===== src/rtl/div_iter.sv =====
// Iterative radix-2 restoring divider for DIV/DIVU.
// Result c = {remainder, quotient}; latency WIDTH+1 cycles from accept to out_valid.
// A synchronous flush cancels any operation and returns to idle.
module div_iter #(
  parameter int unsigned WIDTH = 32
) (
  input  logic               clk,
  input  logic               resetn,
  input  logic               flush,
  input  logic               in_valid,
  output logic               in_ready,
  input  logic [WIDTH-1:0]   a,
  input  logic [WIDTH-1:0]   b,
  input  logic               signed_en,
  output logic               out_valid,
  input  logic               out_ready,
  output logic [2*WIDTH-1:0] c
);

  localparam int unsigned CntW = $clog2(WIDTH);
  localparam logic [CntW-1:0] LastCnt = CntW'(WIDTH - 1);
  localparam logic [WIDTH-1:0] One = WIDTH'(1);

  typedef enum logic [1:0] {StIdle, StBusy, StDone} state_e;

  state_e               state_q, state_d;
  logic [CntW-1:0]      cnt_q, cnt_d;
  logic [WIDTH-1:0]     rem_q, rem_d;
  logic [WIDTH-1:0]     quo_q, quo_d;     // dividend shifts out the top, quotient in the bottom
  logic [WIDTH-1:0]     dvsr_q, dvsr_d;
  logic [WIDTH-1:0]     raw_a_q, raw_a_d;
  logic                 sign_a_q, sign_a_d;
  logic                 sign_b_q, sign_b_d;
  logic                 dz_q, dz_d;
  logic [2*WIDTH-1:0]   c_q, c_d;

  logic [WIDTH:0]       partial;
  logic [WIDTH:0]       diff;
  logic                 in_sign_a, in_sign_b;
  logic [WIDTH-1:0]     fix_q, fix_r;

  assign in_ready  = (state_q == StIdle);
  assign out_valid = (state_q == StDone);
  assign c         = c_q;

  // One restoring step: shift next dividend bit into the partial remainder, trial-subtract.
  always_comb begin
    partial = {rem_q, quo_q[WIDTH-1]};
    diff    = partial - {1'b0, dvsr_q};
  end

  // Next-state and datapath updates; flush overrides every handshake.
  always_comb begin
    state_d  = state_q;
    cnt_d    = cnt_q;
    rem_d    = rem_q;
    quo_d    = quo_q;
    dvsr_d   = dvsr_q;
    raw_a_d  = raw_a_q;
    sign_a_d = sign_a_q;
    sign_b_d = sign_b_q;
    dz_d     = dz_q;
    c_d      = c_q;
    fix_q    = '0;
    fix_r    = '0;

    in_sign_a = signed_en & a[WIDTH-1];
    in_sign_b = signed_en & b[WIDTH-1];

    unique case (state_q)
      StIdle: begin
        if (in_valid && !flush) begin
          state_d  = StBusy;
          cnt_d    = '0;
          rem_d    = '0;
          quo_d    = in_sign_a ? (~a + One) : a;
          dvsr_d   = in_sign_b ? (~b + One) : b;
          raw_a_d  = a;
          sign_a_d = in_sign_a;
          sign_b_d = in_sign_b;
          dz_d     = (b == '0);
        end
      end
      StBusy: begin
        if (!diff[WIDTH]) begin
          rem_d = diff[WIDTH-1:0];
          quo_d = {quo_q[WIDTH-2:0], 1'b1};
        end else begin
          rem_d = partial[WIDTH-1:0];
          quo_d = {quo_q[WIDTH-2:0], 1'b0};
        end
        cnt_d = cnt_q + CntW'(1);
        if (cnt_q == LastCnt) begin
          state_d = StDone;
          cnt_d   = '0;
          // Quotient sign is sign(a)^sign(b); remainder follows the dividend.
          fix_q = (sign_a_q ^ sign_b_q) ? (~quo_d + One) : quo_d;
          fix_r = sign_a_q ? (~rem_d + One) : rem_d;
          if (!flush) begin
            c_d = dz_q ? {raw_a_q, {WIDTH{1'b1}}} : {fix_r, fix_q};
          end
        end
      end
      StDone: begin
        if (out_ready) begin
          state_d = StIdle;
        end
      end
      default: state_d = StIdle;
    endcase

    if (flush) begin
      state_d = StIdle;
      cnt_d   = '0;
    end
  end

  // State and datapath registers; reset aborts any operation immediately.
  always_ff @(posedge clk or negedge resetn) begin
    if (!resetn) begin
      state_q  <= StIdle;
      cnt_q    <= '0;
      rem_q    <= '0;
      quo_q    <= '0;
      dvsr_q   <= '0;
      raw_a_q  <= '0;
      sign_a_q <= 1'b0;
      sign_b_q <= 1'b0;
      dz_q     <= 1'b0;
      c_q      <= '0;
    end else begin
      state_q  <= state_d;
      cnt_q    <= cnt_d;
      rem_q    <= rem_d;
      quo_q    <= quo_d;
      dvsr_q   <= dvsr_d;
      raw_a_q  <= raw_a_d;
      sign_a_q <= sign_a_d;
      sign_b_q <= sign_b_d;
      dz_q     <= dz_d;
      c_q      <= c_d;
    end
  end

endmodule


===== config.mk =====
export PLATFORM = sky130hd
export DESIGN_NAME = div_iter
export DESIGN_NICKNAME = d
export VERILOG_FILES = /design/src/rtl/div_iter.sv
export SDC_FILE = /design/constraint.sdc
export NUM_CORES = 1
export LEC_CHECK = 0
export CORE_MARGIN = 3
export CORE_UTILIZATION = 56
export CTS_CLUSTER_DIAMETER = 120
export CTS_CLUSTER_SIZE = 12
export DETAILED_ROUTE_END_ITERATION = 8
export GPL_TIMING_DRIVEN = 0
export PLACE_DENSITY_LB_ADDON = 0.15
export SETUP_SLACK_MARGIN = 0.4
export SLEW_MARGIN = 20
export SYNTH_ARGS = -nofsm -noshare
export SYNTH_HDL_FRONTEND = slang
export SYNTH_SLANG_ARGS = --single-unit

===== constraint.sdc =====
create_clock -name clk -period 6.9 [get_ports clk]
set_input_delay 1.38 -clock clk [delete_from_list [all_inputs] [get_ports clk]]
set_output_delay 1.38 -clock clk [all_outputs]
set_load 0.05 [all_outputs]

### After elaboration in Yosys (flattened, before gate mapping)

Index checks and enable logic that the tools add are counted.

| storage, ports and cells | value |
|---|---|
| flip-flop bits (word level) | 202 |
| bits in latches | 0 |
| bits in writable memories | 0 |
| bits in read-only memories | 0 |
| input port bits | 70 |
| output and inout port bits | 66 |
| word-level logic and storage cells | 64 |
| memories | 0 |

| cells by class | value |
|---|---|
| add/subtract/negate cells | 6 |
| multipliers | 0 |
| div/mod/pow operators | 0 |
| magnitude comparators | 0 |
| equal/unequal tests | 7 |
| shifts and indexed selects | 0 |
| multiplexer cells | 22 |
| bitwise gates (word level) | 8 |
| reduce and logical (&&, ||, !) cells | 11 |

Operators with widths:

| cell | number |
|---|---|
| $mux W32 | 9 |
| $add A32 B1 Y32 const B | 4 |
| $not A32 Y32 | 4 |
| $pmux W32 S2 | 2 |
| $mux W64 | 1 |
| $sub A33 B32 Y33 | 1 |
| $logic_not A32 Y1 | 1 |
| $mux W5 | 3 |
| $pmux W5 S2 | 1 |
| $mux W2 | 4 |
| $ne A3 B2 Y1 const B | 2 |
| $pmux W2 S3 | 1 |
| $reduce_and A2 Y1 | 3 |
| $reduce_and A3 Y1 | 2 |
| $add A5 B1 Y5 const B | 1 |
| $eq A5 B5 Y1 const B | 1 |
| $ne A3 B3 Y1 const B | 1 |
| $reduce_bool A3 Y1 | 1 |
| $and A1 B1 Y1 | 2 |
| $eq A2 B1 Y1 const B | 1 |
| $eq A2 B2 Y1 const B | 1 |
| $logic_not A2 Y1 | 1 |
| $ne A2 B1 Y1 const B | 1 |
| $reduce_bool A2 Y1 | 1 |
| 5 further kinds | 5 |

### Logic depth before layout (Yosys ltp)

| logic depth | value |
|---|---|
| word-level depth | 7 |
| mapped depth | 22 |

### Worst setup path before layout

Ideal clock, no wire load.

| timing | value |
|---|---|
| path type | register -> register |
| start point | reg quo_q[31] |
| end point | reg c_q[60] (netlist: c[60]) |
| library setup time | 142 ps |
| arrival time | 4277 ps |
| required time | 6758 ps |
| setup slack | 2481 ps |
| stages on the path, launching flop included | 23 |
| buffers on the path | 2 |
| cells stage by stage | dfrtp_1 inv_1 ha_1 fa_1 nand2b_1 a21oi_1 o21ai_2 a211oi_4 o21a_2 nor2_8 inv_2 buf_2 buf_2 nor2_1 a21oi_1 ha_1 inv_1 nor3_1 a21oi_1 or2_4 nor4_2 mux2i_1 a31oi_1 |

| between the ends | value |
|---|---|
| word-level cells in the longest chain between the ends | 7 |

RTL lines:

| element | RTL line | source |
|---|---|---|
| from (decl) | 29 | `logic [WIDTH-1:0] quo_q, quo_d;` |
| from (signal assigned) | 135 | `quo_q <= quo_d;` |
| $sub A33 B32 Y33 | 49 | `diff = partial - {1'b0, dvsr_q};` |
| $mux W32 (*) | 85 | `if (!diff[WIDTH]) begin` |
| $mux W32 (*) | 70 | `unique case (state_q)` |
| $not A32 Y32 | 98 | `fix_r = sign_a_q ? (~rem_d + One) : rem_d;` |
| $add A32 B1 Y32 | 98 |  |
| $mux W32 (*) | 98 |  |
| $mux W64 (*) | 100 | `c_d = dz_q ? {raw_a_q, {WIDTH{1'b1}}} : {fix_r, fix_q};` |
| to (signal assigned) | 130 | `c_q <= '0;` |
| to (signal assigned) | 141 | `c_q <= c_d;` |
| to (decl) | 35 | `logic [2*WIDTH-1:0] c_q, c_d;` |

Every way passes the cells marked *; elsewhere a longest branch is shown, timed or not. The select of a mux whose other input is x is not followed.
A chain may end at the register's enable or synchronous reset.

### Final worst setup path

| timing | value |
|---|---|
| start point | reg quo_q[31] |
| end point | reg c_q[52] (netlist: c[52]) |

The elaborated chain is that of the path after synthesis.

==> out/qor.txt <==
Status -> complete, no violations
FP Rows -> 55
Critical R2R Launch -> quo_q[31]
Worst rel slew slack -> 36.1%
Final RePlAce weighted congestion -> 0.962
Die X -> 160 microns
Mean Syn Cell Area -> 8.42 sq um
Die Area -> 25700 sq um
Async set or reset register ratio after synthesis -> 100%
Startpoint Class -> flop
Ant diodes -> 0
Post-synth cell types -> 89
Worst setup EP type -> flop
Worst R2R Setup Slack -> 1.18 ns
CTS root buf -> clkbuf_16
# Post-CTS Setup Buffers -> 0
Peak VDD IR -> 0.234 mV
Prevailing post-synth register cell -> dfrtp_1
Layout area overhead -> 17.7%
Global-route wire length before repair -> 68.4 mm
Share of cells above drive strength 1 -> 4.94%
Setup TNS -> 0 ns
Cells after DPL -> 2033
Drt pass-1 iters -> 8
Worst hold path type -> flop to flop
Detail Route Antenna Nets -> 0
Reg2reg path depth -> 22
Worst r2r dst -> c[52]
LEAKAGE -> 6.70 nW
Cell Pwr Density -> 404 nW/um^2
Dpl hpwl -> 34.0 mm
Seq/Total Area, Yosys -> 38.0%
Fmax achieved -> 175 MHz
I/O pin count -> 136
Total CTS buffers -> 20
Global route overflow -> 0
Tmin final -> 5.72 ns
Starting Density -> 57.9%
Post-Syn Instances -> 1582
Initial antenna violation count -> 0
Min-Delay Startpoint -> raw_a_q[17]
Number of synthesized flops with an enable pin -> 0
Fillers -> 2007
Clk sinks -> 202
Setup repair after global routing missed its margin -> no
Clock insertion delay at the later pin of the skew report -> 0.50 ns
Number of max-cap violations -> 0
CTS tree -> yes
Largest net degree at the start of global routing -> 72
Overall Power -> 6.34 mW
Vias in the first global route -> 12400
Synthesized cell area -> 13300 sq um
Total track usage -> 33.2%
CP max FO -> 10
Syn_nets -> 1691
CTS clk-pin slew, worst paths -> 0.06 ns
Final wirelength -> 43.7 mm
# setup viols final -> 0
Final period util -> 82.9%
Fin area -> 15700 sq um
Cts hold-fix bufs -> 0
Post-DR vias/cell -> 6.31
DP Area -> 15100 sq um
Final Max Tran Viols -> 0
H-tree depth -> 1
Top cells by area, synth -> dfrtp_1 (38%), o21ai_0 (6.5%), nand2_1 (6.3%)
Post-CTS sizing -> 0
Via Count -> 13000
Arr. time, crit path -> 6.14 ns
Wire length per cell -> 21.3 microns
Post-Route Skew -> 0.0131 ns
Post-route DRC -> 0
Worst path required time -> 7.33 ns
CTS Buffer Depth -> 3
Fin util -> 68.2%
Synth warn -> 0
Post-Layout Cell Count -> 2055
Critical path class -> flop to flop
Iteration-0 DRC Markers -> 1499
Hold Path Sink -> raw_a_q[17]
Number of I/O port buffers -> 135
Worst slew pin tran -> 0.955 ns
Synthesized flop and latch total -> 202
Area leader, netlist -> dfrtp_1
Synth top area share -> 38.0%
Core footprint -> 23000 sq um
Chip Height -> 160 microns
Final net count -> 1851
Worst hold stages -> 2
Final Hold Violating Endpoints -> 0
[state kept, by name, indices dropped and copies added, names as in the netlist]
signal / flops
rem_q: 32
raw_a_q: 32
sign_a_q: 1
dz_q: 1
state_q: 2
sign_b_q: 1
dvsr_q: 32
cnt_q: 5
c: 64
quo_q: 32
[cell families after synthesis]
kind of cell             share of synthesized area (%)
AO/OA/AOI/OAI                                     21.9
XOR/XNOR                                          9.54
adder cells (fa/ha/maj)                           3.72
buffers and inverters                             4.28
flip-flops                                        38.0
multiplexers                                      3.42
AND/OR/NAND/NOR                                   19.1
[cells in the final DEF, fill, tap and decap left out, drive strengths merged, types with 41 or more instances in the layout]
cell type      count
clkbuf            89
clkdlybuf4s50    134
nand2            223
mux2i             41
xnor2             71
inv               54
xor2              74
nor2             120
dfrtp            202
a21oi            127
nand3             43
o21ai            188
[synthesized netlist by cell type (all sizes together) (3+ instances only)]
cell	instances
mux2	4
a21oi	127
clkbuf	68
and3	13
nand3	43
xor2	74
nand3b	5
a211oi	8
o41ai	16
inv	54
nand2b	12
xnor2	71
nand2	223
nor2b	7
or2	3
a22oi	31
a2111oi	5
nor2	120
buf	19
nand4	12
dfrtp	202
a21o	9
ha	38
a21boi	5
o31a	3
o211ai	7
or4	12
or3	18
o21ai	188
and2	11
nor4	21
o21a	12
mux2i	41
nor3	35
o31ai	17
a31oi	16
[power by group]
part | internal [mW] | leakage (nW) | total [mW] | switching (mW)
Sequential | 1.38 | 2.64 | 1.64 | 0.255
Combinational | 1.31 | 3.80 | 3.72 | 2.41
Clock | 0.527 | 0.261 | 0.978 | 0.451
Total | 3.22 | 6.70 | 6.34 | 3.12
[metal layers]
metal  vias to the layer above  GRT usage (%)  part of all wire, %
met2                       676           50.6                   44
met3                        65           5.37                   10
met1                      6293           50.1                   44
li1                       5932              -                    -
met5                         -              0                    0
met4                         0           7.26                  1.9
[area by class of cell]
class / instances / area (sq um) / share of cell area, %
flip-flops and latches: 202 / 5050 / 32.3
inverters: 54 / 203 / 1.29
well taps: 313 / 392 / 2.50
multi-input cells: 1239 / 7700 / 49.2
repair buffers: 138 / 1420 / 9.06
clock buffers: 21 / 514 / 3.28
clock inverters: 1 / 16.3 / 0.104
plain buffers: 87 / 367 / 2.34
[how the worst max path moves through the flow]
stage	depth (start not counted)	slack, ns	start	endpoint
after CTS	22	1.38	quo_q[31]	c[52]
after global routing	22	1.06	quo_q[31]	c[52]
final	22	1.18	quo_q[31]	c[52]
after global placement	1	-4.17	resetn	c[20]
after floorplan	22	2.48	quo_q[31]	c[60]
after detailed placement	22	1.42	quo_q[31]	c[52]
[worst max-delay path: stages (launching register included)]
cell and delay [ns]:
dfrtp_1 0.41, inv_1 0.07, ha_1 0.23, fa_1 0.41, nand2b_1 0.20, a21oi_1 0.46
o21ai_2 0.18, a211oi_4 0.37, o21a_2 0.23, nor2_8 0.09, inv_2 0.14, buf_2 0.28
buf_2 0.36, nor2_1 0.07, a21oi_1 0.29, ha_1 0.25, inv_1 0.08, nor3_1 0.20
a21oi_1 0.23, o41ai_1 0.48, xor2_1 0.30, mux2i_1 0.16, o21ai_1 0.14
[stage by stage]
| stage | worst slack (ns) | hold slack, ns |
|---|---|---|
| after detailed placement | 1.42 | 0.466 |
| after global routing | 1.06 | 0.492 |
| after floorplan | 2.48 | 0.438 |
| final | 1.18 | 0.480 |
| after CTS | 1.38 | 0.480 |
| after global placement | -4.17 | 0.457 |
Note: power is estimated with default switching activity, not from simulation.
